<file path="config.mk">
export PLATFORM = sky130hd
export DESIGN_NAME = bp_perf_monitor_flat
export DESIGN_NICKNAME = d
export VERILOG_FILES = /design/src/rtl/bp_perf_monitor_if.sv /design/src/rtl/bp_perf_monitor.sv /design/src/flat_wrapper.sv
export SDC_FILE = /design/constraint.sdc
export NUM_CORES = 1
export LEC_CHECK = 0
export ABC_AREA = 1
export BUFFER_PORTS_ARGS = -buffer_cell sky130_fd_sc_hd__buf_2
export CAP_MARGIN = 0
export CORE_MARGIN = 2
export CORE_UTILIZATION = 30
export DETAILED_ROUTE_END_ITERATION = 12
export GPL_ROUTABILITY_DRIVEN = 0
export PLACE_DENSITY = 0.43
export SKIP_LAST_GASP = 1
export SYNTH_ARGS = -nofsm -noshare
export SYNTH_HDL_FRONTEND = slang
export SYNTH_SLANG_ARGS = --single-unit
</file>
<file path="constraint.sdc">
create_clock -name clk_i -period 4.31 [get_ports clk_i]
set_clock_uncertainty 0.2 [all_clocks]
set_input_delay 0.431 -clock clk_i [delete_from_list [all_inputs] [get_ports clk_i]]
set_output_delay 0.431 -clock clk_i [all_outputs]
set_load 0.01 [all_outputs]
</file>
<file path="src/rtl/bp_perf_monitor_if.sv">
// Bus bundle for bp_perf_monitor.
// Carries everything except clock and reset. The master side drives
// the control and event inputs and the read request. The slave side,
// the monitor, returns read data, the window-done pulse and the
// sticky overflow flags.
//   en_i, clear_i, instr_vld_i     control / shared event inputs
//   br_vld_i, br_miss_i            per-channel branch events
//   rd_req_i, rd_ch_i, rd_sel_i    read request
//   rd_ack_o, rd_data_o            read response
//   win_done_o, ovf_o              status
interface bp_perf_monitor_if #(
    parameter int NUM_CH    = 4,
    parameter int CNT_WIDTH = 32
);
    localparam int CH_W = (NUM_CH > 1) ? $clog2(NUM_CH) : 1;

    logic                 en_i;
    logic                 clear_i;
    logic                 instr_vld_i;
    logic [NUM_CH-1:0]    br_vld_i;
    logic [NUM_CH-1:0]    br_miss_i;
    logic                 rd_req_i;
    logic [CH_W-1:0]      rd_ch_i;
    logic [1:0]           rd_sel_i;
    logic                 rd_ack_o;
    logic [CNT_WIDTH-1:0] rd_data_o;
    logic                 win_done_o;
    logic [NUM_CH-1:0]    ovf_o;

    modport master (
        output en_i, clear_i, instr_vld_i, br_vld_i, br_miss_i,
               rd_req_i, rd_ch_i, rd_sel_i,
        input  rd_ack_o, rd_data_o, win_done_o, ovf_o
    );

    modport slave (
        input  en_i, clear_i, instr_vld_i, br_vld_i, br_miss_i,
               rd_req_i, rd_ch_i, rd_sel_i,
        output rd_ack_o, rd_data_o, win_done_o, ovf_o
    );
endinterface

</file>
<file path="src/rtl/bp_perf_monitor.sv">
// Multi-channel branch-predictor performance monitor.
// Per channel it counts resolved branches and mispredictions. It also
// counts global cycles and valid instructions. Every WINDOW_LEN counted
// cycles the live counts are copied into shadow registers and the live
// counts restart from zero. Reads return the shadow copy. When
// WINDOW_LEN is 0, reads return the live counts instead.
// Ports:
//   clk_i   rising-edge clock
//   rst_i   synchronous reset, active high
//   bus     bp_perf_monitor_if.slave (events, control, read port, status)
//
// state | meaning
// IDLE  | not counting; window position and live counts held
// RUN   | counting
// SNAP  | last counted cycle of a window; live+events -> shadow, live -> 0
module bp_perf_monitor #(
    parameter int NUM_CH     = 4,
    parameter int CNT_WIDTH  = 32,
    parameter int WINDOW_LEN = 1024,
    parameter int SATURATE   = 1
) (
    input  logic             clk_i,
    input  logic             rst_i,
    bp_perf_monitor_if.slave bus
);
    localparam int CH_W = (NUM_CH > 1) ? $clog2(NUM_CH) : 1;
    localparam int WL_W = (WINDOW_LEN > 1) ? $clog2(WINDOW_LEN) : 1;
    localparam logic [WL_W-1:0] WIN_RELOAD = (WINDOW_LEN > 1) ? WL_W'(WINDOW_LEN - 1) : '0;
    localparam bit SNAP_EN = (WINDOW_LEN != 0);

    typedef logic [CNT_WIDTH-1:0] cnt_t;
    typedef enum logic [1:0] {IDLE, RUN, SNAP} state_t;

    state_t            state;
    logic [WL_W-1:0]   win_left;
    logic [WL_W-1:0]   win_nxt;
    logic              snap_due;

    cnt_t              br_live   [NUM_CH];
    cnt_t              miss_live [NUM_CH];
    cnt_t              cyc_live;
    cnt_t              ins_live;
    cnt_t              br_shd    [NUM_CH];
    cnt_t              miss_shd  [NUM_CH];
    cnt_t              cyc_shd;
    cnt_t              ins_shd;

    cnt_t              br_nxt    [NUM_CH];
    cnt_t              miss_nxt  [NUM_CH];
    cnt_t              cyc_nxt;
    cnt_t              ins_nxt;
    logic [NUM_CH-1:0] ovf_evt;
    logic [NUM_CH-1:0] ovf;

    logic              rd_ack;
    cnt_t              rd_data;
    cnt_t              rd_mux;
    logic              win_done;

    function automatic cnt_t bump(input cnt_t v, input logic inc);
        if (!inc)
            return v;
        if (&v)
            return (SATURATE != 0) ? v : '0;
        return v + cnt_t'(1);
    endfunction

    // win_left counts the counted cycles still to come in the window
    // after the current one. SNAP is the counted cycle where it reaches 0.
    // Because the next state depends on its next value, a WINDOW_LEN of 1
    // stays in SNAP.
    always_comb begin
        win_nxt = win_left;
        if (bus.clear_i || state == SNAP)
            win_nxt = WIN_RELOAD;
        else if (state == RUN)
            win_nxt = win_left - WL_W'(1);
        snap_due = SNAP_EN && (win_nxt == '0);
    end

    always_comb begin
        ovf_evt = '0;
        for (int c = 0; c < NUM_CH; c++) begin
            br_nxt[c]   = bump(br_live[c], bus.br_vld_i[c]);
            miss_nxt[c] = bump(miss_live[c], bus.br_vld_i[c] & bus.br_miss_i[c]);
            ovf_evt[c]  = (bus.br_vld_i[c] & (&br_live[c]))
                        | (bus.br_vld_i[c] & bus.br_miss_i[c] & (&miss_live[c]));
        end
        cyc_nxt = bump(cyc_live, 1'b1);
        ins_nxt = bump(ins_live, bus.instr_vld_i);
    end

    // Out-of-range channels match no entry and read as zero.
    always_comb begin
        rd_mux = '0;
        case (bus.rd_sel_i)
            2'd0: begin
                for (int c = 0; c < NUM_CH; c++)
                    if (bus.rd_ch_i == CH_W'(c))
                        rd_mux = SNAP_EN ? br_shd[c] : br_live[c];
            end
            2'd1: begin
                for (int c = 0; c < NUM_CH; c++)
                    if (bus.rd_ch_i == CH_W'(c))
                        rd_mux = SNAP_EN ? miss_shd[c] : miss_live[c];
            end
            2'd2:    rd_mux = SNAP_EN ? cyc_shd : cyc_live;
            default: rd_mux = SNAP_EN ? ins_shd : ins_live;
        endcase
    end

    always_ff @(posedge clk_i) begin
        if (rst_i) begin
            state    <= IDLE;
            win_left <= WIN_RELOAD;
            cyc_live <= '0;
            ins_live <= '0;
            cyc_shd  <= '0;
            ins_shd  <= '0;
            for (int c = 0; c < NUM_CH; c++) begin
                br_live[c]   <= '0;
                miss_live[c] <= '0;
                br_shd[c]    <= '0;
                miss_shd[c]  <= '0;
            end
            ovf      <= '0;
            rd_ack   <= 1'b0;
            rd_data  <= '0;
            win_done <= 1'b0;
        end else begin
            case (state)
                IDLE: begin
                    if (bus.en_i)
                        state <= snap_due ? SNAP : RUN;
                end
                RUN, SNAP: begin
                    if (!bus.en_i)
                        state <= IDLE;
                    else
                        state <= snap_due ? SNAP : RUN;
                end
                default: state <= IDLE;
            endcase

            win_left <= win_nxt;
            rd_ack   <= bus.rd_req_i;
            rd_data  <= bus.rd_req_i ? rd_mux : '0;
            win_done <= 1'b0;

            // clear_i also swallows a snapshot due in the same cycle.
            if (bus.clear_i) begin
                cyc_live <= '0;
                ins_live <= '0;
                cyc_shd  <= '0;
                ins_shd  <= '0;
                for (int c = 0; c < NUM_CH; c++) begin
                    br_live[c]   <= '0;
                    miss_live[c] <= '0;
                    br_shd[c]    <= '0;
                    miss_shd[c]  <= '0;
                end
                ovf <= '0;
            end else if (state == SNAP) begin
                cyc_shd  <= cyc_nxt;
                ins_shd  <= ins_nxt;
                cyc_live <= '0;
                ins_live <= '0;
                for (int c = 0; c < NUM_CH; c++) begin
                    br_shd[c]    <= br_nxt[c];
                    miss_shd[c]  <= miss_nxt[c];
                    br_live[c]   <= '0;
                    miss_live[c] <= '0;
                end
                ovf      <= ovf | ovf_evt;
                win_done <= 1'b1;
            end else if (state == RUN) begin
                cyc_live <= cyc_nxt;
                ins_live <= ins_nxt;
                for (int c = 0; c < NUM_CH; c++) begin
                    br_live[c]   <= br_nxt[c];
                    miss_live[c] <= miss_nxt[c];
                end
                ovf <= ovf | ovf_evt;
            end
        end
    end

    assign bus.rd_ack_o   = rd_ack;
    assign bus.rd_data_o  = rd_data;
    assign bus.win_done_o = win_done;
    assign bus.ovf_o      = ovf;
endmodule

</file>
<file path="src/flat_wrapper.sv">
// flat-port wrapper written by rule: the top's interface ports become plain ports
module bp_perf_monitor_flat 
#(
    parameter int NUM_CH     = 4,
    parameter int CNT_WIDTH  = 32,
    parameter int WINDOW_LEN = 1024,
    parameter int SATURATE   = 1
)
  (clk_i, rst_i, bus_en_i, bus_clear_i, bus_instr_vld_i, bus_br_vld_i, bus_br_miss_i, bus_rd_req_i, bus_rd_ch_i, bus_rd_sel_i, bus_rd_ack_o, bus_rd_data_o, bus_win_done_o, bus_ovf_o);
  bp_perf_monitor_if #(.NUM_CH(NUM_CH), .CNT_WIDTH(CNT_WIDTH)) bus_i ();
  input  logic clk_i;
  input  logic rst_i;
  input wire logic [$bits(bus_i.en_i)-1:0] bus_en_i;
  input wire logic [$bits(bus_i.clear_i)-1:0] bus_clear_i;
  input wire logic [$bits(bus_i.instr_vld_i)-1:0] bus_instr_vld_i;
  input wire logic [$bits(bus_i.br_vld_i)-1:0] bus_br_vld_i;
  input wire logic [$bits(bus_i.br_miss_i)-1:0] bus_br_miss_i;
  input wire logic [$bits(bus_i.rd_req_i)-1:0] bus_rd_req_i;
  input wire logic [$bits(bus_i.rd_ch_i)-1:0] bus_rd_ch_i;
  input wire logic [$bits(bus_i.rd_sel_i)-1:0] bus_rd_sel_i;
  output wire logic [$bits(bus_i.rd_ack_o)-1:0] bus_rd_ack_o;
  output wire logic [$bits(bus_i.rd_data_o)-1:0] bus_rd_data_o;
  output wire logic [$bits(bus_i.win_done_o)-1:0] bus_win_done_o;
  output wire logic [$bits(bus_i.ovf_o)-1:0] bus_ovf_o;
  assign bus_i.en_i = bus_en_i;
  assign bus_i.clear_i = bus_clear_i;
  assign bus_i.instr_vld_i = bus_instr_vld_i;
  assign bus_i.br_vld_i = bus_br_vld_i;
  assign bus_i.br_miss_i = bus_br_miss_i;
  assign bus_i.rd_req_i = bus_rd_req_i;
  assign bus_i.rd_ch_i = bus_rd_ch_i;
  assign bus_i.rd_sel_i = bus_rd_sel_i;
  assign bus_rd_ack_o = bus_i.rd_ack_o;
  assign bus_rd_data_o = bus_i.rd_data_o;
  assign bus_win_done_o = bus_i.win_done_o;
  assign bus_ovf_o = bus_i.ovf_o;
  bp_perf_monitor #(.NUM_CH(NUM_CH), .CNT_WIDTH(CNT_WIDTH), .WINDOW_LEN(WINDOW_LEN), .SATURATE(SATURATE)) u_core (.clk_i(clk_i), .rst_i(rst_i), .bus(bus_i));
endmodule
</file>
# --- After elaboration in Yosys (flattened, before gate mapping) ---
# Memory sizes are Yosys's and may differ from the RTL's.
# Index checks and enable logic that the tools add are counted.
word_totals:
  elab_cells: 239
  output_inout_bits: 38
  ram_bits: 512
  n_memories: 4
  reg_bits: 178
op_classes:
  eq_ne: 8
  muxes: 128
  reduce_logical: 20
  add_sub_neg: 11
  n_bitwise: 58
memory_table:
  columns: ["memory", "words", "word_bits", "rd", "rd_ports_with_merged_regs", "wr", "line", "source"]
  rows:
  - ["u_core.br_live", 4, 32, 4, 0, 4, "bp_perf_monitor.sv:39", "cnt_t br_live [NUM_CH];"]
  - ["u_core.br_shd", 4, 32, 4, 0, 4, "bp_perf_monitor.sv:43", "cnt_t br_shd [NUM_CH];"]
  - ["u_core.miss_live", 4, 32, 4, 0, 4, "bp_perf_monitor.sv:40", "cnt_t miss_live [NUM_CH];"]
  - ["u_core.miss_shd", 4, 32, 4, 0, 4, "bp_perf_monitor.sv:44", "cnt_t miss_shd [NUM_CH];"]
op_table:
  columns: ["cell", "count"]
  rows:
  - ["$mux 32", 86]
  - ["$add 32x1->32 const B", 10]
  - ["$reduce_and 32->1", 10]
  - ["$pmux 32 s3", 1]
  - ["$or 1x1->1", 44]
  - ["$mux 1", 33]
  - ["$mux 10", 2]
  - ["$and 1x1->1", 12]
  - ["$logic_not 10->1", 1]
  - ["$sub 10x1->10 const B", 1]
  - ["$eq 2x2->1 const B", 4]
  - ["$mux 4", 2]
  - ["$eq 2x1->1 const B", 3]
  - ["$logic_not 2->1", 3]
  - ["$mux 2", 3]
  - ["$reduce_or 2->1", 3]
  - ["$or 4x4->4", 1]
  - ["$pmux 2 s2", 1]
  - ["$reduce_or 3->1", 1]
  - ["$ne 2x2->1 const B", 1]
  - ["$reduce_bool 2->1", 1]
  - ["$logic_or 1x1->1", 1]
  - ["$not 1->1", 1]

# --- Logic depth before layout (Yosys ltp) ---
# Gate-level depths: netlist of run 1.
depth:
  depth_word: 7
  depth_mapped: 14
  ltp_nobuf: 13

# --- Worst setup path before layout of run 1 ---
# No wires, ideal clock.
synth_path:
  path_type: "input to register"
  start: "in rst_i"
  end: "mem u_core.br_shd[0][0] in the netlist's numbering, enable pin"
  arrival_ns: 3.605
  setup_slack_ns: 0.025
  setup_ns: 0.480
  n_path_buf: 3
  cell_stages: 5
  t_required_ns: 3.630
  path_cell_list: "buf_2 > nor2_1 > buf_2 > buf_1 > inv_1"
synth_rtl:
  columns: ["item", "line", "source"]
  rows:
  - ["from (decl)", "flat_wrapper.sv:12", "input logic rst_i;"]
  - ["to (decl)", "bp_perf_monitor.sv:43", null]

==> impl_metrics.json, run 1 <==
{
  "finalPower_mw": 16.1,
  "start_util": 0.301,
  "p_per_area_nw_per_um2": 364,
  "wirelength_um": 154000,
  "regToRegEndpoint": "u_core.br_shd[0][10]",
  "dieHeight_um": 367,
  "synth.most_common_cell": "nand2_1",
  "grt_pass1_wl_um": 227000,
  "whs_ns": 0.101,
  "synth_area_leaders": "edfxtp_1 (34%), nand2_1 (15%), dfxtp_1 (12%)",
  "cts.path.max_buffers": 3,
  "syn_nets": 5284,
  "synth_top_area_share": 0.341,
  "layout_setup_ws_ns": 1.07,
  "synth_top_area_cell": "edfxtp_1",
  "worstSetupStartpointType": "flip-flop",
  "cts_setup_buffers": 0,
  "core_um2": 131000,
  "fp.dieW_um": 367,
  "async_reset_ff_frac": 0,
  "crit_type": "flip-flop to flip-flop",
  "grt_pass1_vias": 33200,
  "r2r_slack_ns": 1.07,
  "die-area_um2": 135000,
  "fin_crit_ns": 3.24,
  "placedCellCount": 6881,
  "slew_viol_final": 0,
  "crit_required_ns": 4.62,
  "post-route-drc-count": 0,
  "crit-reg2reg-launch": "u_core.br_live[0][0]",
  "cts_max_level": 3,
  "finalHoldViolCount": 0,
  "route.vias.total": 36000,
  "period_share": 0.753,
  "outcome": "completed",
  "post_drt_wl_per_cell_um": 21.9,
  "tightest_slew_ns": 1.17,
  "vdd_drop_max_v": 0.000272,
  "syn_inst": 5250,
  "slowest_stage": "edfxtp_1",
  "maxCapViolCount": 0,
  "slew_headroom": 0.213,
  "max_freq_mhz": 308,
  "yosysSeqAreaShare": 0.463,
  "ant_nets": 0,
  "gr-total-overflow": 0,
  "viasPerCell": 5.12,
  "fin_nets": 5251,
  "synth-seq-cells": 690,
  "crit_fanout": 17,
  "drive_gt1_frac": 0.0752,
  "cp_slowest_stage_delay_ns": 0.50,
  "p_leak_nw": 16.6,
  "finalSetupViolCount": 0,
  "drtIter0Drc": 3691,
  "area_growth_pct": 11.9,
  "ff2ff_path_depth": 9,
  "synth_commonest_cells": "nand2_1 (1542), nor2_1 (667), a21oi_1 (506)",
  "grtUsageTotal": 0.224,
  "crit_end": "u_core.br_shd[0][10]",
  "hpwl_um": 114000,
  "grt_max_degree": 135,
  "boundaryPins": 56,
  "fillers": 14100,
  "first_pass_iters": 5,
  "pre_cts_ws_ns": 1.17,
  "cts_tree": "done",
  "rows": 133,
  "clk_latency_ns": 0.70,
  "yosys_warnings": 0,
  "tns_ns": 0,
  "clk_pin_slew_ns": 0.06,
  "arrival_ns": 3.56,
  "end_kind": "flip-flop",
  "stdcell_count": 7037,
  "numCtsBuffers": 84,
  "antenna_found_initial": 13,
  "grt_setup_unrepaired": "false",
  "synth_flop_cell": "edfxtp_1",
  "synth_area_um2": 39500,
  "hold_class": "input port to flip-flop",
  "port_buffers": 55,
  "cts_root_buf": "clkbuf_16",
  "synth_edf_count": 448,
  "clock_sinks": 690,
  "diodes": 0,
  "startpoint": "u_core.br_live[0][0]",
  "synth_cell_type_count": 54,
  "syn_avg_cell_area_um2": 7.52,
  "crit_chain": "ha_1 > nand3_2 > inv_2 > nand2_1 > nor2_2 > nand2_1 > inv_2 > o21ai_0 > a21oi_1"
}
repair_timing:
action	in CTS	in global routing
hold endpoints to repair	7	0
resized for setup	0	0
hold buffers	5	0
state kept, by name, summed over array words and instances (netlist names):
name / cells
u_core.bus.rd_ack_o: 1
u_core.br_shd: 128
u_core.cyc_live: 32
u_core.bus.win_done_o: 1
u_core.bus.ovf_o: 4
u_core.ins_live: 32
u_core.win_left: 10
u_core.cyc_shd: 32
u_core.miss_live: 128
u_core.ins_shd: 32
u_core.bus.rd_data_o: 32
u_core.miss_shd: 128
u_core.state: 2
u_core.br_live: 128
stage by stage:
step                      area (um^2)  utilization
after floorplan                 39500            -
after global placement          41400        0.316
after detailed placement        41400        0.316
after CTS                       44200        0.337
after global routing            44200        0.337
final                           44200        0.337
cells by family (layout without fill, tap and decap cells):
family	count (synthesis)	after routing	share of synthesized area
adders and majority gates	16	16	0.00507
DFF	690	690	0.463
and+or+nand+nor	2778	2778	0.298
buffers and inverters	602	634	0.0610
AOI/OAI and AO/OA	1013	1013	0.139
xor gates and xnor gates	151	151	0.0335
final cells by class:
type	count	area, um^2	area share
multi-input cells	3958	18800	0.426
flip-flops and latches	690	18300	0.414
clock buffers	113	2300	0.0521
well taps	1755	2200	0.0497
inverters	368	1400	0.0316
repair buffers	115	776	0.0175
clock inverters	38	410	0.00928
per-layer routing:
layer	global-route usage	wire [um]	vias up
met2	0.342	67200	1078
met3	0.0325	8860	180
li1	-	-	17500
met4	0.0593	4250	0
met5	0	0	-
met1	0.328	74000	17300
worst max-delay path: cells and delay by family (launching register included):
family          cells  cell delay (ns)
simple gates        4             0.97
buf+inv             2             0.59
flops               1             0.50
compound gates      2             0.41
fa+ha+maj           1             0.38
where the power goes:
part           leakage [nW]  switching (mW)  total (mW)  internal, mW
clock network          1.34            3.07        7.25          4.18
logic                  8.39           0.872        1.18         0.310
registers              6.91           0.339        7.64          7.30
total                  16.6            4.28        16.1          11.8
worst min path at each step:
stage                        from                  endpoint  slack, ns  cells past startpoint
3_3_place_gp    u_core.ins_shd[1]         u_core.ins_shd[1]       0.24                      2
6_report          bus_rd_sel_i[0]   u_core.bus.rd_data_o[3]       0.10                      3
2_1_floorplan   u_core.ins_shd[0]         u_core.ins_shd[0]       0.22                      2
4_1_cts           bus_rd_sel_i[0]   u_core.bus.rd_data_o[3]       0.05                      3
5_1_grt           bus_rd_sel_i[0]  u_core.bus.rd_data_o[10]       0.12                      3
3_5_place_dp   u_core.ins_shd[23]        u_core.ins_shd[23]       0.24                      2
cell usage in the layout, fill, tap and decap left out, drive strengths merged, types with 47 or more instances in the layout:
cell and n:
nand2 1563, nor2 689, a21oi 511, edfxtp 448, inv 373, o21ai 356, nand3 323, dfxtp 242
clkbuf 113, buf 110, xor2 104, o211ai 61, nor3 59, nand4 57, xnor2 47
No activity file was read; power rests on OpenSTA's default activity.
==> inputs of run 2 (changes only) <==
==> constraint.sdc (replaced) <==
create_clock -name clk_i -period 2.75 [get_ports clk_i]
set_clock_uncertainty 0.2 [all_clocks]
set_input_delay 0.275 -clock clk_i [delete_from_list [all_inputs] [get_ports clk_i]]
set_output_delay 0.275 -clock clk_i [all_outputs]
set_load 0.01 [all_outputs]
==> impl_metrics.json, run 2 (synthesis results as in run 1) <==
{
  "ant_nets": 0,
  "seq_power_share": 0.451,
  "hpwl_um": 113000,
  "route.vias.total": 36100,
  "cts_root_buf": "clkbuf_16",
  "maxCapViolCount": 0,
  "core_um2": 131000,
  "drtIter0Drc": 3440,
  "finalPower_mw": 26.3,
  "fp.dieW_um": 367,
  "finalHoldViolCount": 0,
  "cts_max_level": 3,
  "fin_nets": 5416,
  "clk_latency_ns": 0.71,
  "post_drt_wl_per_cell_um": 20.9,
  "start_util": 0.301,
  "switchingPower_mw": 6.89,
  "area_growth_pct": 16.7,
  "dieHeight_um": 367,
  "slew_viol_final": 0,
  "slew_headroom": 0.352,
  "numCtsBuffers": 87,
  "combPwrFrac": 0.082,
  "viasPerCell": 5.01,
  "r2r_slack_ns": 0.16,
  "finalSetupViolCount": 0,
  "die-area_um2": 135000,
  "startpoint": "u_core.state[1]",
  "p_per_area_nw_per_um2": 572,
  "outcome": "completed",
  "p_sw_frac": 0.261,
  "p_int_mw": 19.5,
  "clock_sinks": 690,
  "hold_class": "input port to flip-flop",
  "final_common_cell": "nand2_1",
  "tightest_slew_ns": 0.972,
  "fin_crit_ns": 2.59,
  "antenna_found_initial": 6,
  "crit-reg2reg-launch": "u_core.state[1]",
  "grtUsageTotal": 0.219,
  "drive_gt1_frac": 0.105,
  "boundaryPins": 56,
  "grt_setup_unrepaired": "true",
  "clk_pin_slew_ns": 0.06,
  "crit_type": "flip-flop to flip-flop",
  "tns_ns": 0,
  "clkPwrFrac": 0.468,
  "wirelength_um": 151000,
  "crit_fanout": 5,
  "worstSetupStartpointType": "flip-flop",
  "vdd_drop_max_v": 0.000446,
  "grt_max_degree": 129,
  "port_buffers": 55,
  "rows": 133,
  "first_pass_iters": 6,
  "end_kind": "flip-flop",
  "cts.path.max_buffers": 3,
  "max_freq_mhz": 386,
  "grt_pass1_vias": 34100,
  "grt_pass1_wl_um": 224000,
  "hold_start": "bus_br_vld_i[1]",
  "p_leak_nw": 17.7,
  "gr-total-overflow": 0,
  "cts_tree": "done",
  "crit_required_ns": 3.17,
  "post-route-drc-count": 0,
  "cts_setup_buffers": 0,
  "layout_common_cells": "nand2_1 (1535), nor2_1 (663), a21oi_1 (504)",
  "arrival_ns": 3.01,
  "period_share": 0.942
}
==> run 2: cell count changes in the layout (fill, tap and decap cells not counted), moves of 4 or more <==
cell / previous run / this run
bufinv_16: 7 / 11
clkbuf_16: 86 / 92
dlygate4sd3_1: 5 / 9
inv_6: 8 / 3
buf_12: 3 / 27
buf_4: 52 / 186
==> run 2: final timing paths <==
kind | endpoint | depth (start not counted)
max | u_core.state[0] | 7
min | u_core.br_live[0][60] | 6
max reg2reg | u_core.state[0] | 7
min reg2reg | u_core.ins_shd[9] | 2
==> run 2: final cells by class <==
cell class | count | area [um^2]
clock inverter | 41 | 553
clock buffer | 121 | 2470
timing repair buffer | 277 | 2300
tap | 1755 | 2200
sequential | 690 | 18300
multi-input combinational | 3958 | 18900
inverter | 368 | 1390
antenna | 1 | 2.50
fill | 14100 | 85100
==> run 2: timing repair <==
action | 4_1_cts | 5_1_grt
endpoints found under the setup margin | 0 | 2
resized for setup | 0 | 4
endpoints found under the hold margin | 53 | 0
hold buffers | 9 | 0
==> run 2: worst max-delay path: stages (launching register included) <==
cell           delay (ns)
dfxtp_1              0.43
inv_1                0.12
ha_1                 0.68
nor2_1               0.11
nor3_1               0.22
nand2_1              0.09
a21oi_1              0.13
dlygate4sd3_1        0.56
==> run 2: stage by stage <==
step	cells	hold slack (ns)	setup slack [ns]	utilization	cell area [um^2]
4_1_cts	7210	0.0172	0.0174	0.351	46100
5_1_grt	7211	0.0624	-0.0347	0.351	46100
3_3_place_gp	7039	0.239	0.237	0.328	42900
2_1_floorplan	5250	0.221	-0.823	-	39500
3_5_place_dp	7039	0.234	0.152	0.328	42900
6_report	7211	0.0609	0.159	0.351	46100
==> run 2: per-layer routing <==
| layer | track usage | routed length, um | part of all wire | vias up |
|---|---|---|---|---|
| met5 | 0 | 0 | 0 | - |
| met4 | 0.0568 | 3880 | 0.026 | 0 |
| met3 | 0.0321 | 7730 | 0.051 | 156 |
| met2 | 0.341 | 67100 | 0.45 | 861 |
| met1 | 0.316 | 71900 | 0.48 | 17300 |
| li1 | - | - | - | 17800 |
==> run 2: power by group through the flow <==
stage	Sequential, mW	Clock, mW	Combinational, mW
floorplan	11.9	0	1.20
global placement	12.1	0	2.15
detailed placement	12.1	0	2.14
CTS	11.9	12.6	2.16
global route	11.9	13.0	2.36
finish	11.9	12.3	2.15
